### src/rtl/dmem_port_arbiter_if.sv
// dmem_port_arbiter_if
//   Bundles the handshake and memory-pin signals of the data-memory port arbiter.
//   slave  : the arbiter's view (takes requests, drives grants and memory pins).
//   master : the requesters'/memory view (drives requests, samples grants).
//   Scalar port : s_req, s_we, s_addr, s_wdata, s_byte_sel -> s_gnt, s_rdata
//   Matrix port : m_start, m_we, m_base, m_stride, m_len, m_wdata
//                 -> m_wready, m_rvalid, m_rdata, m_busy, m_done
//   Memory pins : data_addr, w_data_mem, r_en_mem, w_en_mem, byte_sel,
//                 mst_or_mvtr -> memory; r_data_mem <- memory
interface dmem_port_arbiter_if #(
    parameter int LEN_W = 5
);
    logic             s_req;
    logic             s_we;
    logic [31:0]      s_addr;
    logic [31:0]      s_wdata;
    logic [1:0]       s_byte_sel;
    logic             s_gnt;
    logic [31:0]      s_rdata;

    logic             m_start;
    logic             m_we;
    logic [31:0]      m_base;
    logic [31:0]      m_stride;
    logic [LEN_W-1:0] m_len;
    logic [31:0]      m_wdata;
    logic             m_wready;
    logic             m_rvalid;
    logic [31:0]      m_rdata;
    logic             m_busy;
    logic             m_done;

    logic [31:0]      data_addr;
    logic [31:0]      w_data_mem;
    logic             r_en_mem;
    logic             w_en_mem;
    logic [1:0]       byte_sel;
    logic             mst_or_mvtr;
    logic [31:0]      r_data_mem;

    modport slave (
        input  s_req, s_we, s_addr, s_wdata, s_byte_sel,
        output s_gnt, s_rdata,
        input  m_start, m_we, m_base, m_stride, m_len, m_wdata,
        output m_wready, m_rvalid, m_rdata, m_busy, m_done,
        output data_addr, w_data_mem, r_en_mem, w_en_mem, byte_sel, mst_or_mvtr,
        input  r_data_mem
    );

    modport master (
        output s_req, s_we, s_addr, s_wdata, s_byte_sel,
        input  s_gnt, s_rdata,
        output m_start, m_we, m_base, m_stride, m_len, m_wdata,
        input  m_wready, m_rvalid, m_rdata, m_busy, m_done,
        input  data_addr, w_data_mem, r_en_mem, w_en_mem, byte_sel, mst_or_mvtr,
        output r_data_mem
    );
endinterface

### src/rtl/dmem_port_arbiter.sv
// dmem_port_arbiter
//   Shares the single-ported byte-addressed data memory between the scalar
//   load/store port and the matrix unit. A burst sequencer walks
//   base + k*stride for matrix bursts; each cycle a round-robin arbiter grants
//   one requester and drives the memory pins in that same cycle.
//   Ports:
//     clk  : system clock
//     rst  : asynchronous, active-low reset
//     bus  : dmem_port_arbiter_if.slave (scalar port, matrix port, memory pins)
module dmem_port_arbiter #(
    parameter int LEN_W = 5
) (
    input  logic               clk,
    input  logic               rst,
    dmem_port_arbiter_if.slave bus
);

    typedef enum logic [1:0] {
        IDLE  = 2'd0,
        BURST = 2'd1,
        DONE  = 2'd2
    } state_t;

    state_t           r_state;
    state_t           w_next;
    logic [31:0]      r_addr;
    logic [LEN_W-1:0] r_rem;
    logic             r_dir;
    logic             r_last_m;   // 1: matrix held the most recent grant
    logic             r_rvalid;
    logic [31:0]      r_rdata;

    logic             w_gnt_m;
    logic             w_gnt_s;

    // Next state and arbitration. On a conflict the requester that did not
    // hold the last grant wins.
    always_comb begin
        w_next  = r_state;
        w_gnt_m = 1'b0;
        w_gnt_s = 1'b0;
        if (r_state == BURST) begin
            w_gnt_m = !bus.s_req || !r_last_m;
        end
        w_gnt_s = bus.s_req && !w_gnt_m;
        case (r_state)
            IDLE: begin
                if (bus.m_start) begin
                    w_next = (bus.m_len != '0) ? BURST : DONE;
                end
            end
            BURST: begin
                if (w_gnt_m && (r_rem == LEN_W'(1))) begin
                    w_next = DONE;
                end
            end
            DONE:    w_next = IDLE;
            default: w_next = IDLE;
        endcase
    end

    // Memory pin drive for the granted requester; idle pattern otherwise.
    always_comb begin
        bus.data_addr   = '0;
        bus.w_data_mem  = '0;
        bus.r_en_mem    = 1'b0;
        bus.w_en_mem    = 1'b0;
        bus.byte_sel    = '0;
        bus.mst_or_mvtr = 1'b1;
        bus.s_gnt       = w_gnt_s;
        bus.s_rdata     = bus.r_data_mem;
        bus.m_wready    = w_gnt_m && r_dir;
        if (w_gnt_s) begin
            bus.data_addr  = bus.s_addr;
            bus.byte_sel   = bus.s_byte_sel;
            bus.w_en_mem   = bus.s_we;
            bus.r_en_mem   = !bus.s_we;
            bus.w_data_mem = bus.s_we ? bus.s_wdata : '0;
        end else if (w_gnt_m) begin
            bus.data_addr   = r_addr;
            bus.byte_sel    = 2'b10;
            bus.mst_or_mvtr = 1'b0;
            bus.w_en_mem    = r_dir;
            bus.r_en_mem    = !r_dir;
            bus.w_data_mem  = r_dir ? bus.m_wdata : '0;
        end
    end

    always_ff @(posedge clk or negedge rst) begin
        if (!rst) begin
            r_state  <= IDLE;
            r_addr   <= '0;
            r_rem    <= '0;
            r_dir    <= 1'b0;
            r_last_m <= 1'b1;
            r_rvalid <= 1'b0;
            r_rdata  <= '0;
        end else begin
            r_state <= w_next;
            if ((r_state == IDLE) && bus.m_start) begin
                r_addr <= bus.m_base;
                r_rem  <= bus.m_len;
                r_dir  <= bus.m_we;
            end
            if (w_gnt_m) begin
                r_addr <= r_addr + bus.m_stride;
                r_rem  <= r_rem - LEN_W'(1);
            end
            if (w_gnt_m || w_gnt_s) begin
                r_last_m <= w_gnt_m;
            end
            r_rvalid <= w_gnt_m && !r_dir;
            if (w_gnt_m && !r_dir) begin
                r_rdata <= bus.r_data_mem;
            end
        end
    end

    assign bus.m_rvalid = r_rvalid;
    assign bus.m_rdata  = r_rdata;
    assign bus.m_busy   = (r_state == BURST);
    assign bus.m_done   = (r_state == DONE);

endmodule

### src/flat_wrapper.sv
// flat-port wrapper written by rule: the top's interface ports become plain ports
module dmem_port_arbiter_flat 
#(
    parameter int LEN_W = 5
)
  (clk, rst, bus_s_req, bus_s_we, bus_s_addr, bus_s_wdata, bus_s_byte_sel, bus_s_gnt, bus_s_rdata, bus_m_start, bus_m_we, bus_m_base, bus_m_stride, bus_m_len, bus_m_wdata, bus_m_wready, bus_m_rvalid, bus_m_rdata, bus_m_busy, bus_m_done, bus_data_addr, bus_w_data_mem, bus_r_en_mem, bus_w_en_mem, bus_byte_sel, bus_mst_or_mvtr, bus_r_data_mem);
  dmem_port_arbiter_if #(.LEN_W(LEN_W)) bus_i ();
  input  logic clk;
  input  logic rst;
  input wire logic [$bits(bus_i.s_req)-1:0] bus_s_req;
  input wire logic [$bits(bus_i.s_we)-1:0] bus_s_we;
  input wire logic [$bits(bus_i.s_addr)-1:0] bus_s_addr;
  input wire logic [$bits(bus_i.s_wdata)-1:0] bus_s_wdata;
  input wire logic [$bits(bus_i.s_byte_sel)-1:0] bus_s_byte_sel;
  output wire logic [$bits(bus_i.s_gnt)-1:0] bus_s_gnt;
  output wire logic [$bits(bus_i.s_rdata)-1:0] bus_s_rdata;
  input wire logic [$bits(bus_i.m_start)-1:0] bus_m_start;
  input wire logic [$bits(bus_i.m_we)-1:0] bus_m_we;
  input wire logic [$bits(bus_i.m_base)-1:0] bus_m_base;
  input wire logic [$bits(bus_i.m_stride)-1:0] bus_m_stride;
  input wire logic [$bits(bus_i.m_len)-1:0] bus_m_len;
  input wire logic [$bits(bus_i.m_wdata)-1:0] bus_m_wdata;
  output wire logic [$bits(bus_i.m_wready)-1:0] bus_m_wready;
  output wire logic [$bits(bus_i.m_rvalid)-1:0] bus_m_rvalid;
  output wire logic [$bits(bus_i.m_rdata)-1:0] bus_m_rdata;
  output wire logic [$bits(bus_i.m_busy)-1:0] bus_m_busy;
  output wire logic [$bits(bus_i.m_done)-1:0] bus_m_done;
  output wire logic [$bits(bus_i.data_addr)-1:0] bus_data_addr;
  output wire logic [$bits(bus_i.w_data_mem)-1:0] bus_w_data_mem;
  output wire logic [$bits(bus_i.r_en_mem)-1:0] bus_r_en_mem;
  output wire logic [$bits(bus_i.w_en_mem)-1:0] bus_w_en_mem;
  output wire logic [$bits(bus_i.byte_sel)-1:0] bus_byte_sel;
  output wire logic [$bits(bus_i.mst_or_mvtr)-1:0] bus_mst_or_mvtr;
  input wire logic [$bits(bus_i.r_data_mem)-1:0] bus_r_data_mem;
  assign bus_i.s_req = bus_s_req;
  assign bus_i.s_we = bus_s_we;
  assign bus_i.s_addr = bus_s_addr;
  assign bus_i.s_wdata = bus_s_wdata;
  assign bus_i.s_byte_sel = bus_s_byte_sel;
  assign bus_s_gnt = bus_i.s_gnt;
  assign bus_s_rdata = bus_i.s_rdata;
  assign bus_i.m_start = bus_m_start;
  assign bus_i.m_we = bus_m_we;
  assign bus_i.m_base = bus_m_base;
  assign bus_i.m_stride = bus_m_stride;
  assign bus_i.m_len = bus_m_len;
  assign bus_i.m_wdata = bus_m_wdata;
  assign bus_m_wready = bus_i.m_wready;
  assign bus_m_rvalid = bus_i.m_rvalid;
  assign bus_m_rdata = bus_i.m_rdata;
  assign bus_m_busy = bus_i.m_busy;
  assign bus_m_done = bus_i.m_done;
  assign bus_data_addr = bus_i.data_addr;
  assign bus_w_data_mem = bus_i.w_data_mem;
  assign bus_r_en_mem = bus_i.r_en_mem;
  assign bus_w_en_mem = bus_i.w_en_mem;
  assign bus_byte_sel = bus_i.byte_sel;
  assign bus_mst_or_mvtr = bus_i.mst_or_mvtr;
  assign bus_i.r_data_mem = bus_r_data_mem;
  dmem_port_arbiter #(.LEN_W(LEN_W)) u_core (.clk(clk), .rst(rst), .bus(bus_i));
endmodule
### config.mk
export PLATFORM = sky130hd
export DESIGN_NAME = dmem_port_arbiter_flat
export DESIGN_NICKNAME = d
export VERILOG_FILES = /design/src/rtl/dmem_port_arbiter_if.sv /design/src/rtl/dmem_port_arbiter.sv /design/src/flat_wrapper.sv
export SDC_FILE = /design/constraint.sdc
export NUM_CORES = 1
export LEC_CHECK = 0
export ABC_CLOCK_PERIOD_IN_PS = 6200
export BUFFER_PORTS_ARGS = -buffer_cell sky130_fd_sc_hd__buf_2
export CORE_MARGIN = 2
export CORE_UTILIZATION = 35
export CTS_BUF_LIST = sky130_fd_sc_hd__clkbuf_8
export CTS_CLUSTER_SIZE = 10
export DETAILED_ROUTE_END_ITERATION = 16
export GPL_ROUTABILITY_DRIVEN = 0
export PLACE_DENSITY = 0.74
export SETUP_SLACK_MARGIN = 0.02
export SLEW_MARGIN = 20
export SYNTH_ARGS = -nofsm -noshare
export SYNTH_HDL_FRONTEND = slang
export SYNTH_SLANG_ARGS = --single-unit
### constraint.sdc
create_clock -name clk -period 6.2 [get_ports clk]
set_input_delay 1.24 -clock clk [delete_from_list [all_inputs] [get_ports clk]]
set_output_delay 1.24 -clock clk [all_outputs]
set_load 0.01 [all_outputs]
Word-level counts from Yosys, hierarchy flattened

Index checks and enable logic that the tools add are counted.

Flip-flop bits (word level): 74
Input bits: 205
Output and inout bits: 138
Word-level logic and storage cells: 53

Add/sub/neg operators: 2
Equality and inequality tests: 5
Muxes and demuxes: 23
Reduce and logical (&&, ||, !) cells: 16

Operator list:

| kind                | number |
|---|---|
| $mux 32             | 8 |
| $add 32x32->32      | 1 |
| $mux 2              | 5 |
| $mux 5              | 2 |
| $mux 1              | 7 |
| $eq 5x1->1 const B  | 1 |
| $logic_and 1x1->1   | 5 |
| $logic_not 1->1     | 5 |
| $reduce_bool 5->1   | 1 |
| $sub 5x1->5 const B | 1 |
| $pmux 2 s2          | 1 |
| $eq 2x1->1 const B  | 1 |
| $eq 2x2->1 const B  | 1 |
| $logic_not 2->1     | 1 |
| $logic_or 1x1->1    | 2 |
| $ne 2x1->1 const B  | 1 |
| $ne 2x2->1 const B  | 1 |
| $reduce_and 2->1    | 1 |
| $reduce_bool 2->1   | 1 |

Longest topological paths before layout

Depth after elaboration: 6
Gate-level depth with buffers: 10
Mapped depth without buffers: 10

Least setup slack after synthesis

No wires, ideal clock.

Path type: input port to output port
From: input port bus_s_req
To: output port bus_w_data_mem[22]
Data arrival time: 2.418 ns
Required time: 4.960 ns
Slack: 2.542 ns
Stages on the path: 5
Buffers on the path: 2
Cell sequence: a21oi_2 > and2_1 > clkbuf_1 > clkbuf_1 > a22o_1

Word-level cells in the longest chain between the ends: 6
Elaborated cells on any way between the ends: 7

RTL lines:

| element            | RTL line                | text |
|---|---|---|
| start: declaration | flat_wrapper.sv:10      | `input wire logic [$bits(bus_i.s_req)-1:0] bus_s_req;` |
| $logic_not 1->1    | dmem_port_arbiter.sv:43 | `w_gnt_m = !bus.s_req \|\| !r_last_m;` |
| $logic_or 1x1->1   | dmem_port_arbiter.sv:43 |  |
| $mux 1             | dmem_port_arbiter.sv:42 | `if (r_state == BURST) begin` |
| $logic_not 1->1    | dmem_port_arbiter.sv:45 | `w_gnt_s = bus.s_req && !w_gnt_m;` |
| $logic_and 1x1->1  | dmem_port_arbiter.sv:45 |  |
| $mux 32 (*)        | dmem_port_arbiter.sv:73 | `if (w_gnt_s) begin` |
| end: declaration   | flat_wrapper.sv:29      | `output wire logic [$bits(bus_i.w_data_mem)-1:0] bus_w_data_mem;` |

Every way passes the cells marked *; elsewhere a longest branch is shown, timed or not.

Final worst setup path

From: input port bus_s_req
To: output port bus_w_data_mem[3]

The elaborated chain is that of the path after synthesis.

==> impl_metrics.yaml <==
run_status:
  run_status: "finished clean"
timing:
  timing.setup.tns_ns: 0
  max_freq_mhz: 230.7
  slew-limit-headroom_pct: 47.47
  slew_viol_final: 0
  rsz0062_at_grt: "false"
  worst_clock_skew_ns: 0.01497
  finalHoldViolations: 0
  worst_slack_ns: 1.866
  final_worst_path_cycle_share_pct: 69.90
  final_period_minus_worst_setup_slack_ns: 4.334
  setup-violations-final: 0
  max_slew.worst_pin.slew_ns: 0.7879
setup_path:
  crit-reg2reg-capture: "u_core.r_addr[30]"
  worst_setup_path_start_kind: "primary input"
  cp.arrival_ns: 3.09
  r2r_setup_slack_ns: 3.12
  slowest_stage: "buf_2"
  crit-reg2reg-launch: "u_core.r_addr[0]"
  crit_required_ns: 4.96
  critical_path.max_fanout: 38
  timing.critical_path.cells: "buf_2, a21oi_4, inv_2, and3_2, a22o_1, buf_2"
  path_common_cell: "buf_2"
  reg2regPathDepth: 10
  criticalPathCategory: "in2out"
  slowest_delay_ns: 0.60
  endpoint_kind: "primary output"
grt:
  grt_antenna_before_repair: 2
  grt_remaining_overflow: 0
  first_global_vias: 5753
  grt_max_degree: 77
  grt_first_pass_wirelength_um: 30410
  total_global_route_track_usage_pct: 21.72
routing:
  drtIter0Drc: 316
  routedWlPerCell_um: 16.37
  antenna_left: 0
  detail_route.wirelength_um: 19800
  route.vias.total: 6138
  drc: 0
  first_pass_iters: 5
  post_drt_via_cell_ratio: 5.073
floorplanning:
  die-area_um2: 17610
  initial_utilization_pct: 35.34
  dieHeight_um: 132.7
  core_region_area_um2: 16410
  placementRows: 47
  chipWidth_um: 132.7
  io-pin-count: 343
synth:
  synth-async-reset-ratio_pct: 100.0
  synth_top_area_cell: "dfrtp_1"
  avgSynthCellArea_um2: 8.331
  synth_most_common_cell: "nand2_1"
  synthesis.area_um2: 5798
  synth.yosys.seq_area_share_pct: 31.96
  cell_count_after_synthesis: 696
  post_synth_main_area_contributors: "dfrtp_1, nand2_1, ha_1"
  most_used_standard_cells_in_the_synthesized_netlist: "nand2_1, dfrtp_1, o21ai_0"
  syn_nets: 935
  post-synth-top-area-fraction_pct: 31.51
  synth.yosys.warnings: 0
  synth_top_flop_cell: "dfrtp_1"
  ys_ff_latch: 74
  ys_types: 66
  synth-edff-count: 0
power:
  seqPwrFrac_pct: 23.3
  p_int_mw: 2.104
  vdd_drop_max_v: 0.0002298
  leakage_nw: 4.029
  combPwrFrac_pct: 66.7
  total_switching_power_mw: 1.894
  share_clk_of_total_power_pct: 10.1
  power-per-cell-area_nw_per_um2: 520.9
  power.switching_fraction_pct: 47.37
clock_tree:
  cts_inserted_buffers: 9
  cts_buffer_depth: 2
  cts_tree: "done"
  numClockSinks: 74
  postCtsResizedCells: 0
  insertion_delay_ns: 0.37
  postCtsSetupBuffers: 0
  ctsHtreeMaxLevel: 3
  cts_hold_buffers: 0
  clkSlewWorstSetupHoldPaths_ns: 0.08
  clock_tree.root_cell: "clkbuf_8"
place:
  dp_worst_setup_slack_ns: 1.538
  standard_cell_area_after_detailed_placement_um2: 7432
  dp.final_hpwl_um: 15880
  portbufs: 342
worst_hold_path:
  hold-path-endpoint: "u_core.bus.m_rdata[10]"
  hold_path_depth: 1
  holdCritPathClass: "reg2reg"
  hp-start: "u_core.bus.m_rdata[10]"
layout:
  final_layout_size_suffix_gt1_share_pct: 41.80
  final_area_um2: 7675
  final_core_util_pct: 46.78
  design.final.nets: 1222
  syn2layout_area_growth_pct: 32.37
run:
  maxCapViolCount: 0
-- power groups by stage --
stage	combinational [mW]	clock (mW)	sequential, mW
floorplan	1.87	0	0.944
global placement	2.62	0	0.932
detailed placement	2.66	0	0.938
CTS	2.67	0.415	0.929
global route	2.96	0.439	0.958
finish	2.66	0.403	0.930
-- sequential cells by signal, summed over array words and instances, names as in the netlist --
| signal | count |
|---|---|
| u_core.bus.m_rdata | 32 |
| u_core.r_addr | 32 |
| u_core.r_rem | 5 |
| u_core.r_state | 2 |
| u_core.bus.m_rvalid | 1 |
| u_core.r_dir | 1 |
| u_core.r_last_m | 1 |
-- worst max-delay path by stage --
stage	from	slack, ns	to	cells after the start
finish	bus_s_req	1.87	bus_w_data_mem[3]	6
global placement	bus_s_req	1.67	bus_w_data_mem[23]	6
detailed placement	bus_s_req	1.54	bus_w_data_mem[3]	6
CTS	bus_s_req	1.53	bus_w_data_mem[3]	6
global route	bus_s_req	1.72	bus_w_data_mem[3]	6
floorplan	bus_s_req	2.54	bus_w_data_mem[22]	5
-- routing by layer --
layer  track usage, %  vias up  part of all wire, %
met4            6.272        0                  1.4
li1                 -     3032                    -
met1            29.57     2826                   45
met5                0        -                    0
met3            5.134       22                  8.2
met2            34.43      258                   45
-- logic make-up (layout without fill, tap and decap cells) --
| group | Yosys count | count (layout) | synth area share [%] |
|---|---|---|---|
| muxes | 33 | 33 | 6.388 |
| other | 0 | 2 | 0 |
| AOI/OAI and AO/OA | 207 | 207 | 24.77 |
| adders and majority gates | 34 | 34 | 7.467 |
| xor gates and xnor gates | 30 | 30 | 4.532 |
| DFF | 74 | 74 | 31.96 |
| buffers and inverters | 86 | 378 | 7.855 |
| and+or+nand+nor | 232 | 232 | 17.03 |
-- worst max-delay path, delay by kind of cell --
family	cells	cell delay, ns
compound gates	2	0.39
buf+inv	3	0.86
simple gates	1	0.59
-- through the flow --
stage          hold WS, ns  power [mW]  std cells
6_report            0.5034       3.998       1210
5_1_grt             0.5200       4.358       1209
4_1_cts             0.5096       4.014       1207
3_5_place_dp        0.4899       3.595       1191
3_3_place_gp        0.4837       3.549       1191
2_1_floorplan       0.4737       2.815        696
-- final cells by class --
type | count | area (um2)
Fill cell | 1609 | 8732
Multi-Input combinational cell | 536 | 3502
Sequential cell | 74 | 1853
Timing Repair Buffer | 348 | 1779
Tap cell | 220 | 275.3
Clock buffer | 9 | 123.9
Clock inverter | 7 | 83.83
Inverter | 14 | 52.55
Antenna cell | 2 | 5.005
-- cells in the final DEF, fill, tap and decap left out, drive strengths merged, types with 5 or more instances in the layout --
cell type and n:
a22o 32, and3 17, ha 33, clkbuf 9, a31oi 22, o21bai 5, dfrtp 73, xor2 11
mux2 32, nor2 33, nand3 6, inv 18, o21ai 47, o22ai 6, xnor2 19, a21oi 41
a21o 18, nand2 151, o21a 7, buf 348
No activity file was read; power rests on OpenSTA's default activity.
